<file path="config.mk">
export PLATFORM = sky130hd
export DESIGN_NAME = axi_lite_cfg_master
export DESIGN_NICKNAME = d
export VERILOG_FILES = /design/src/rtl/axi_lite_pkg.sv /design/src/rtl/axi_lite_cfg_master.sv
export SDC_FILE = /design/constraint.sdc
export NUM_CORES = 1
export LEC_CHECK = 0
export BUFFER_PORTS_ARGS = -buffer_cell sky130_fd_sc_hd__buf_2
export CAP_MARGIN = 40
export CORE_ASPECT_RATIO = 1.1
export CORE_MARGIN = 3
export CORE_UTILIZATION = 24
export CTS_BUF_LIST = sky130_fd_sc_hd__clkbuf_16
export CTS_CLUSTER_SIZE = 30
export DETAILED_ROUTE_END_ITERATION = 8
export GPL_ROUTABILITY_DRIVEN = 0
export PLACE_DENSITY_LB_ADDON = 0.3
export SLEW_MARGIN = 20
export SYNTH_ARGS = -nofsm -noshare
export SYNTH_HDL_FRONTEND = slang
export SYNTH_SLANG_ARGS = --single-unit
export TNS_END_PERCENT = 100
</file>
<file path="constraint.sdc">
create_clock -name s_axi_lite_aclk -period 1.69 [get_ports s_axi_lite_aclk]
set_input_delay 0.338 -clock s_axi_lite_aclk [delete_from_list [all_inputs] [get_ports s_axi_lite_aclk]]
set_output_delay 0.338 -clock s_axi_lite_aclk [all_outputs]
set_load 0.02 [all_outputs]
</file>
<file path="src/rtl/axi_lite_pkg.sv">
// axi_lite_pkg
//   Shared AXI4-Lite definitions for the configuration master: response codes,
//   the write-strobe value used for full-word writes, and the master FSM states.
//   No ports; imported by axi_lite_cfg_master and its bench.
package axi_lite_pkg;

  localparam logic [1:0] AXI_OK     = 2'b00;
  localparam logic [1:0] AXI_SLVERR = 2'b10;
  localparam logic [1:0] AXI_DECERR = 2'b11;

  // Register-file accesses are always full 32-bit words.
  localparam logic [3:0] AXI_WSTRB_ALL = 4'hF;

  typedef enum logic [2:0] {
    IDLE,
    WR_REQ,
    WR_RESP,
    RD_REQ,
    RD_DATA,
    RSP
  } axi_m_state_e;

endpackage

</file>
<file path="src/rtl/axi_lite_cfg_master.sv">
// axi_lite_cfg_master
//   AXI4-Lite initiator that converts a command/response handshake into single
//   AXI-Lite read or write transactions, one outstanding at a time. Intended to
//   drive the pixel_generator register file from a local controller.
//   A watchdog sets a sticky timeout_flag if the slave stalls; the FSM keeps
//   waiting so the bus protocol is never violated.
// Ports
//   s_axi_lite_aclk, periph_resetn  clock, asynchronous active-low reset
//   cmd_*                           command in (valid/ready, write, addr, wdata)
//   rsp_*                           response out (valid/ready, write, rdata, resp)
//   timeout_flag                    sticky watchdog flag, cleared on next command accept
//   m_axi_lite_*                    AXI4-Lite master channels (AW, W, B, AR, R), 32-bit data
module axi_lite_cfg_master
  import axi_lite_pkg::*;
#(
  parameter int AXI_LITE_ADDR_WIDTH = 8,
  parameter int TIMEOUT_CYCLES      = 1024
) (
  input  logic                           s_axi_lite_aclk,
  input  logic                           periph_resetn,
  input  logic                           cmd_valid,
  output logic                           cmd_ready,
  input  logic                           cmd_write,
  input  logic [AXI_LITE_ADDR_WIDTH-1:0] cmd_addr,
  input  logic [31:0]                    cmd_wdata,
  output logic                           rsp_valid,
  input  logic                           rsp_ready,
  output logic                           rsp_write,
  output logic [31:0]                    rsp_rdata,
  output logic [1:0]                     rsp_resp,
  output logic                           timeout_flag,
  output logic [AXI_LITE_ADDR_WIDTH-1:0] m_axi_lite_awaddr,
  output logic                           m_axi_lite_awvalid,
  input  logic                           m_axi_lite_awready,
  output logic [31:0]                    m_axi_lite_wdata,
  output logic [3:0]                     m_axi_lite_wstrb,
  output logic                           m_axi_lite_wvalid,
  input  logic                           m_axi_lite_wready,
  input  logic [1:0]                     m_axi_lite_bresp,
  input  logic                           m_axi_lite_bvalid,
  output logic                           m_axi_lite_bready,
  output logic [AXI_LITE_ADDR_WIDTH-1:0] m_axi_lite_araddr,
  output logic                           m_axi_lite_arvalid,
  input  logic                           m_axi_lite_arready,
  input  logic [31:0]                    m_axi_lite_rdata,
  input  logic [1:0]                     m_axi_lite_rresp,
  input  logic                           m_axi_lite_rvalid,
  output logic                           m_axi_lite_rready
);

  localparam int AW     = AXI_LITE_ADDR_WIDTH;
  localparam bit WDOG_EN = (TIMEOUT_CYCLES > 0);
  localparam int WDOG_W  = WDOG_EN ? $clog2(TIMEOUT_CYCLES + 1) : 1;
  localparam logic [WDOG_W-1:0] WDOG_MAX = WDOG_W'(TIMEOUT_CYCLES);

  axi_m_state_e state_q, state_d;

  logic          cmd_ready_q, cmd_ready_d;
  logic          write_q, write_d;
  logic [AW-1:0] addr_q, addr_d;
  logic [31:0]   wdata_q, wdata_d;
  logic          awvalid_q, awvalid_d;
  logic          wvalid_q, wvalid_d;
  logic          aw_done_q, aw_done_d;
  logic          w_done_q, w_done_d;
  logic          bready_q, bready_d;
  logic          arvalid_q, arvalid_d;
  logic          rready_q, rready_d;
  logic          rsp_valid_q, rsp_valid_d;
  logic [31:0]   rsp_rdata_q, rsp_rdata_d;
  logic [1:0]    rsp_resp_q, rsp_resp_d;
  logic          timeout_q, timeout_d;
  logic [WDOG_W-1:0] wdog_q, wdog_d;

  logic accept;
  logic wdog_active;

  // Word-aligned bus addresses: the byte-lane bits never reach the bus.
  logic unused_addr_lsbs;
  assign unused_addr_lsbs = ^cmd_addr[1:0];

  assign accept      = (state_q == IDLE) && cmd_valid;
  assign wdog_active = (state_q != IDLE) && (state_q != RSP);

  // Per-channel completion flags for the write request phase; AW and W may
  // handshake in the same cycle or in either order.
  assign aw_done_d = accept ? 1'b0
                   : (aw_done_q || ((state_q == WR_REQ) && awvalid_q && m_axi_lite_awready));
  assign w_done_d  = accept ? 1'b0
                   : (w_done_q || ((state_q == WR_REQ) && wvalid_q && m_axi_lite_wready));

  // State register
  always_ff @(posedge s_axi_lite_aclk or negedge periph_resetn) begin
    if (!periph_resetn) state_q <= IDLE;
    else                state_q <= state_d;
  end

  // Next-state logic
  always_comb begin
    state_d = state_q;
    unique case (state_q)
      IDLE:    if (cmd_valid) state_d = cmd_write ? WR_REQ : RD_REQ;
      WR_REQ:  if (aw_done_d && w_done_d) state_d = WR_RESP;
      WR_RESP: if (bready_q && m_axi_lite_bvalid) state_d = RSP;
      RD_REQ:  if (arvalid_q && m_axi_lite_arready) state_d = RD_DATA;
      RD_DATA: if (rready_q && m_axi_lite_rvalid) state_d = RSP;
      RSP:     if (rsp_ready) state_d = IDLE;
      default: state_d = IDLE;
    endcase
  end

  // Output logic: every output is a flop loaded from the next state, so each
  // strobe appears in the first cycle of the state that owns it.
  always_comb begin
    cmd_ready_d = (state_d == IDLE);
    awvalid_d   = (state_d == WR_REQ) && !aw_done_d;
    wvalid_d    = (state_d == WR_REQ) && !w_done_d;
    bready_d    = (state_d == WR_RESP);
    arvalid_d   = (state_d == RD_REQ);
    rready_d    = (state_d == RD_DATA);
    rsp_valid_d = (state_d == RSP);

    write_d = write_q;
    addr_d  = addr_q;
    wdata_d = wdata_q;
    if (accept) begin
      write_d = cmd_write;
      addr_d  = {cmd_addr[AW-1:2], 2'b00};
      wdata_d = cmd_wdata;
    end

    rsp_rdata_d = rsp_rdata_q;
    rsp_resp_d  = rsp_resp_q;
    if ((state_q == WR_RESP) && bready_q && m_axi_lite_bvalid) begin
      rsp_rdata_d = '0;
      rsp_resp_d  = m_axi_lite_bresp;
    end
    if ((state_q == RD_DATA) && rready_q && m_axi_lite_rvalid) begin
      rsp_rdata_d = m_axi_lite_rdata;
      rsp_resp_d  = m_axi_lite_rresp;
    end

    // Watchdog saturates at the limit; the flag is informational only.
    wdog_d    = wdog_q;
    timeout_d = timeout_q;
    if (accept) begin
      wdog_d    = '0;
      timeout_d = 1'b0;
    end else if (WDOG_EN && wdog_active && (wdog_q != WDOG_MAX)) begin
      wdog_d = wdog_q + 1'b1;
      if (wdog_d == WDOG_MAX) timeout_d = 1'b1;
    end
  end

  always_ff @(posedge s_axi_lite_aclk or negedge periph_resetn) begin
    if (!periph_resetn) begin
      cmd_ready_q <= 1'b1;
      write_q     <= 1'b0;
      addr_q      <= '0;
      wdata_q     <= '0;
      awvalid_q   <= 1'b0;
      wvalid_q    <= 1'b0;
      aw_done_q   <= 1'b0;
      w_done_q    <= 1'b0;
      bready_q    <= 1'b0;
      arvalid_q   <= 1'b0;
      rready_q    <= 1'b0;
      rsp_valid_q <= 1'b0;
      rsp_rdata_q <= '0;
      rsp_resp_q  <= AXI_OK;
      timeout_q   <= 1'b0;
      wdog_q      <= '0;
    end else begin
      cmd_ready_q <= cmd_ready_d;
      write_q     <= write_d;
      addr_q      <= addr_d;
      wdata_q     <= wdata_d;
      awvalid_q   <= awvalid_d;
      wvalid_q    <= wvalid_d;
      aw_done_q   <= aw_done_d;
      w_done_q    <= w_done_d;
      bready_q    <= bready_d;
      arvalid_q   <= arvalid_d;
      rready_q    <= rready_d;
      rsp_valid_q <= rsp_valid_d;
      rsp_rdata_q <= rsp_rdata_d;
      rsp_resp_q  <= rsp_resp_d;
      timeout_q   <= timeout_d;
      wdog_q      <= wdog_d;
    end
  end

  assign cmd_ready          = cmd_ready_q;
  assign rsp_valid          = rsp_valid_q;
  assign rsp_write          = write_q;
  assign rsp_rdata          = rsp_rdata_q;
  assign rsp_resp           = rsp_resp_q;
  assign timeout_flag       = timeout_q;
  assign m_axi_lite_awaddr  = addr_q;
  assign m_axi_lite_awvalid = awvalid_q;
  assign m_axi_lite_wdata   = wdata_q;
  assign m_axi_lite_wstrb   = AXI_WSTRB_ALL;
  assign m_axi_lite_wvalid  = wvalid_q;
  assign m_axi_lite_bready  = bready_q;
  assign m_axi_lite_araddr  = addr_q;
  assign m_axi_lite_arvalid = arvalid_q;
  assign m_axi_lite_rready  = rready_q;

endmodule

</file>
After elaboration in Yosys (flattened, before gate mapping) --
Index checks and enable logic that the tools add are counted.
Storage, ports and cells: memories 0, output and inout port bits 95, memory bits (read-only) 0, bits in registers 97, latch bits 0, bits in writable memories 0
Cells by class: shift operators 0, eq/ne operators 13, multiplexer cells 19, multiply operators 0, bitwise operators 0, $lt $le $gt $ge 0, add/subtract/negate cells 1, reductions and logical operators 28, div/mod/pow operators 0
Operators by type and width (number):
- 32-bit 2-to-1 mux | 2
- 11-bit 2-to-1 mux | 2
- 3-bit 2-to-1 mux | 6
- 3-bit one-hot mux with 6 select lines | 1
- 1-bit logical AND | 17
- 3-bit by 2-bit equality test with 1-bit output (second input constant) | 4
- 3-bit equality test (second input constant) | 4
- 11-bit by 1-bit adder with 11-bit output (second input constant) | 1
- 11-bit equality test (second input constant) | 1
- 11-bit inequality test (second input constant) | 1
- 3-bit by 1-bit equality test with 1-bit output (second input constant) | 2
- 3-bit zero test | 2
- 2-bit 2-to-1 mux | 3
- 2-bit nonzero test | 3
- 1-bit 2-to-1 mux | 5
- 3-bit inequality test (second input constant) | 1
- 3-bit nonzero test | 1
- 1-bit zero test | 2
- 1-bit logical OR | 2
- 2-bit AND reduction | 1

Depth between registers and ports, before layout --
depth in word-level cells 10, depth in mapped cells 9, gate-level depth less buffers 7

Least setup slack after synthesis --
No wires, ideal clock.
kind flip-flop to flip-flop, from register wdog_q[0], to register wdog_q[9], arrival time 1.525 ns, cell stages (with the launch flop) 9, path slack 0.044 ns, buffers on the path 2, path through dfrtp_1 -> inv_1 -> ha_1 -> nor4bb_2 -> and3_1 -> buf_4 -> nor2_4 -> buf_6 -> a22o_1
Between the ends: cells in the longest elaborated chain, start to end 3, elaborated cells on any way between the ends 6, those cells by class add/sub: 1; eq/ne: 1; mux: 2; reduce/logical: 2
RTL lines:
- start: declaration | line axi_lite_cfg_master.sv:73 | logic [WDOG_W-1:0] wdog_q, wdog_d;
- start signal: assignment | line axi_lite_cfg_master.sv:189 | wdog_q <= wdog_d;
- 11-bit by 1-bit adder with 11-bit output or 11-bit inequality test (tied branches) | line axi_lite_cfg_master.sv:150, axi_lite_cfg_master.sv:149
- 11-bit 2-to-1 mux or 1-bit logical AND (tied branches) | line axi_lite_cfg_master.sv:149 | end else if (WDOG_EN && wdog_active && (wdog_q != WDOG_MAX)) begin
- 11-bit 2-to-1 mux or 2-bit nonzero test (tied branches)
Several ways; a longest one is shown, not always the timed one. The select of a mux whose other input is x is not followed. A chain may end at the register's enable or synchronous reset.

Final worst setup path --
from register wdog_q[1], to register timeout_q, in the netlist timeout_flag
Between the ends: cells in the longest elaborated chain, start to end 4, elaborated cells on any way between the ends 7, those cells by class add/sub: 1; eq/ne: 2; reduce/logical: 4
RTL lines:
- 11-bit by 1-bit adder with 11-bit output or 11-bit inequality test (tied branches) | line axi_lite_cfg_master.sv:150, axi_lite_cfg_master.sv:149
- 11-bit equality test or 1-bit logical AND (tied branches) | line axi_lite_cfg_master.sv:151, axi_lite_cfg_master.sv:149
- 2-bit nonzero test (no source line)
- 2-bit AND reduction (no source line) *
- end signal: assignment | line axi_lite_cfg_master.sv:188 | timeout_q <= timeout_d;
- end: declaration | line axi_lite_cfg_master.sv:72 | logic timeout_q, timeout_d;
Mark *: on every way between the ends. The rest lies on a longest branch, timed or not.

==> out/results.txt <==
Detailed Place HPWL = 8.132 mm
CP Launch Type = flop
Cell Rows = 50
Tmin final = 1.666 ns
Congestion Overflow GR = 0
endpoints failing setup = 0
TritonCTS buffer count = 9
critical path endpoint category = flop
initial antenna violation count = 0
CP Depth = 6
Total GRT Usage = 11.55%
commonest non-fill, non-tap cell in the layout = buf_2
Clock Pin Slew Worst Setup and Hold Paths = 0.07 ns
Routed WL = 11.16 mm
vias in the first global route = 3610
worst setup margin = 0.02382 ns
Die Span X = 132.3 um
Distinct cells, synth = 51
total power = 9.682 mW
Worst EP arrival = 1.92 ns
Layout Skew = 0.006299 ns
Die H = 144.9 um
Post-synth EDFFs = 0
antenna cells = 0
via count = 3563
Final ANT Viol Nets = 0
# clock sinks = 97
area growth from synthesis to layout = 35.23%
setup_tns = 0 ns
post-route design area = 5692 sq um
Slew HR = 65.24%
first drt pass iteration count = 4
cell family with most CP delay = compound AO/OA/AOI/OAI gates
Crit Path Class = reg2reg
leading area contributor after synthesis = dfrtp_1
RSZ-0062 raised after global routing = true
outcome = completed
leakage = 3.080 nW
register bit count reported by yosys = 97
CTS root buffer = clkbuf_16
routed vias/inst = 4.303
Remaining DRCs = 0
Hold Vio Cnt, Final = 0
Max stage delay on crit path = 0.38 ns
Fmax = 0.6002 GHz
max cap viols = 0
nets = 677
top cell type's share of synthesized area = 57.07%
Synth area leaders = dfrtp_1 (57%), nand2_1 (12%), a22o_1 (6.9%), buf_4 (3.0%), o21ai_0 (1.2%)
Synth Instances = 414
Pwr per Cell Area = 1701 nW/um^2
layout cells sized above 1 = 38.55%
Seq/Total Area, Yosys = 57.70%
Max Slew Vio Count = 0
Syn Area/Cell = 10.17 sq um
R2R cell count = 6
Bufs and invs on worst path = 1
Synth warnings = 0
H-tree Lvls = 3
CP Cell Sequence = buf_4 -> a2111oi_2 -> a41oi_1 -> nor4b_2 -> nand2_1 -> o31ai_2
data required time at the worst endpoint = 1.94 ns
ys flop type = dfrtp_1
critical path peak fanout = 4
WHS = 0.02413 ns
pin count of the biggest net entering global routing = 98
Ports = 181
dpl ws = -0.03377 ns
DR iter-0 viols = 98
Core ar. = 17140 sq um
wire per inst = 13.48 um
ys async rst share = 100.0%
commonest cells after routing, fill and taps aside = buf_2 (169), nand2_1 (133), dfrtp_1 (94)
Clk Latency, worst-skew pair = 0.35 ns
Peak VDD IR = 588.4 uV
IO buf count = 170
Hold Path Class = in2async
first-pass GRT wire length = 17.93 mm
part of the cycle the worst path needs = 98.59%
CTS Buffer Depth = 2
worst-margin pin slew = 0.5214 ns
Starting Density = 24.55%
CTS tree = built
Placed Area = 5338 sq um
CP max stage cell = dfrtp_1
Die Area = 19160 sq um
cell area after synthesis = 4209 sq um
==> routing by layer <==
| layer | global-route usage [%] | routed length, um | up-vias |
|---|---|---|---|
| met5 | 0 | 0 | - |
| met4 | 3.884 | 163 | 0 |
| met3 | 4.149 | 886 | 14 |
| met2 | 19.04 | 5348 | 136 |
| met1 | 14.20 | 4764 | 1678 |
| li1 | - | - | 1735 |
==> power by group <==
| part | leakage (nW) | switching [mW] | internal, mW |
|---|---|---|---|
| Sequential | 1.27 | 0.486 | 3.05 |
| Clock | 0.138 | 0.964 | 1.03 |
| Combinational | 1.67 | 2.53 | 1.62 |
| Total | 3.08 | 3.98 | 5.70 |
==> synthesized netlist by cell type, types with 6 or more instances <==
library cell,instances
a21oi_1,8
a22o_1,33
a31oi_1,6
buf_2,7
buf_4,17
clkbuf_1,9
dfrtp_1,96
nand2_1,133
nand3_1,6
nor2_1,13
nor3_1,9
o21ai_0,10
==> what timing repair did <==
item                                   in CTS  in global routing
endpoints found under the hold margin       0                  0
setup endpoints to repair                  12                 24
pin swaps                                   2                  5
cloned                                      0                  0
hold buffers                                0                  0
buffers inserted                            0                  1
resized for setup                           5                 19
==> flip-flops by register name, summed over array words and instances (netlist names) <==
signal,flops
w_done_q,1
m_axi_lite_araddr,6
rsp_resp,2
aw_done_q,1
state_q,3
m_axi_lite_bready,1
timeout_flag,1
cmd_ready,1
m_axi_lite_wvalid,1
rsp_rdata,32
rsp_valid,1
m_axi_lite_awvalid,1
m_axi_lite_arvalid,1
rsp_write,1
wdog_q,11
m_axi_lite_wdata,32
m_axi_lite_rready,1
==> through the flow <==
| stage | cells | util [%] |
|---|---|---|
| finish | 828 | 33.20 |
| global route | 828 | 33.20 |
| floorplan | 420 | - |
| global placement | 811 | 31.14 |
| CTS | 827 | 32.95 |
| detailed placement | 811 | 31.14 |
==> worst paths after layout <==
| kind | slack, ns | end | start |
|---|---|---|---|
| min | 0.02 | rsp_rdata[14]$_DFFE_PN0P_ | periph_resetn |
| max reg2reg | 0.02 | timeout_flag$_DFFE_PN0P_ | wdog_q[1]$_DFFE_PN0P_ |
| min in group s_axi_lite_aclk | 0.18 | m_axi_lite_wdata[24]$_DFFE_PN0N_ | cmd_wdata[24] |
| max in group asynchronous | 1.23 | state_q[2]$_DFF_PN0_ | periph_resetn |
| max | 0.02 | timeout_flag$_DFFE_PN0P_ | wdog_q[1]$_DFFE_PN0P_ |
| min reg2reg | 0.47 | m_axi_lite_wdata[29]$_DFFE_PN0N_ | m_axi_lite_wdata[29]$_DFFE_PN0N_ |
==> layout make-up <==
| class | instances | area (sq um) |
|---|---|---|
| Clock inverter | 7 | 65.06 |
| Clock buffer | 9 | 225.2 |
| Fill cell | 1821 | 11450 |
| Tap cell | 234 | 292.8 |
| Inverter | 3 | 11.26 |
| Timing Repair Buffer | 196 | 1085 |
| Multi-Input combinational cell | 282 | 1582 |
| Sequential cell | 97 | 2431 |
==> logic make-up (layout without fill, tap and decap cells) <==
group / after synthesis / in the layout / share of synthesized area (%)
simple gates: 190 / 190 / 20.69
flops: 97 / 97 / 57.70
compound gates: 74 / 74 / 13.05
buf+inv: 41 / 215 / 5.975
xor+xnor: 4 / 4 / 0.8325
mux: 4 / 4 / 0.9810
fa+ha+maj: 2 / 2 / 0.5944
other cells: 2 / 8 / 0.1784
(Power assumes the default switching activity.)
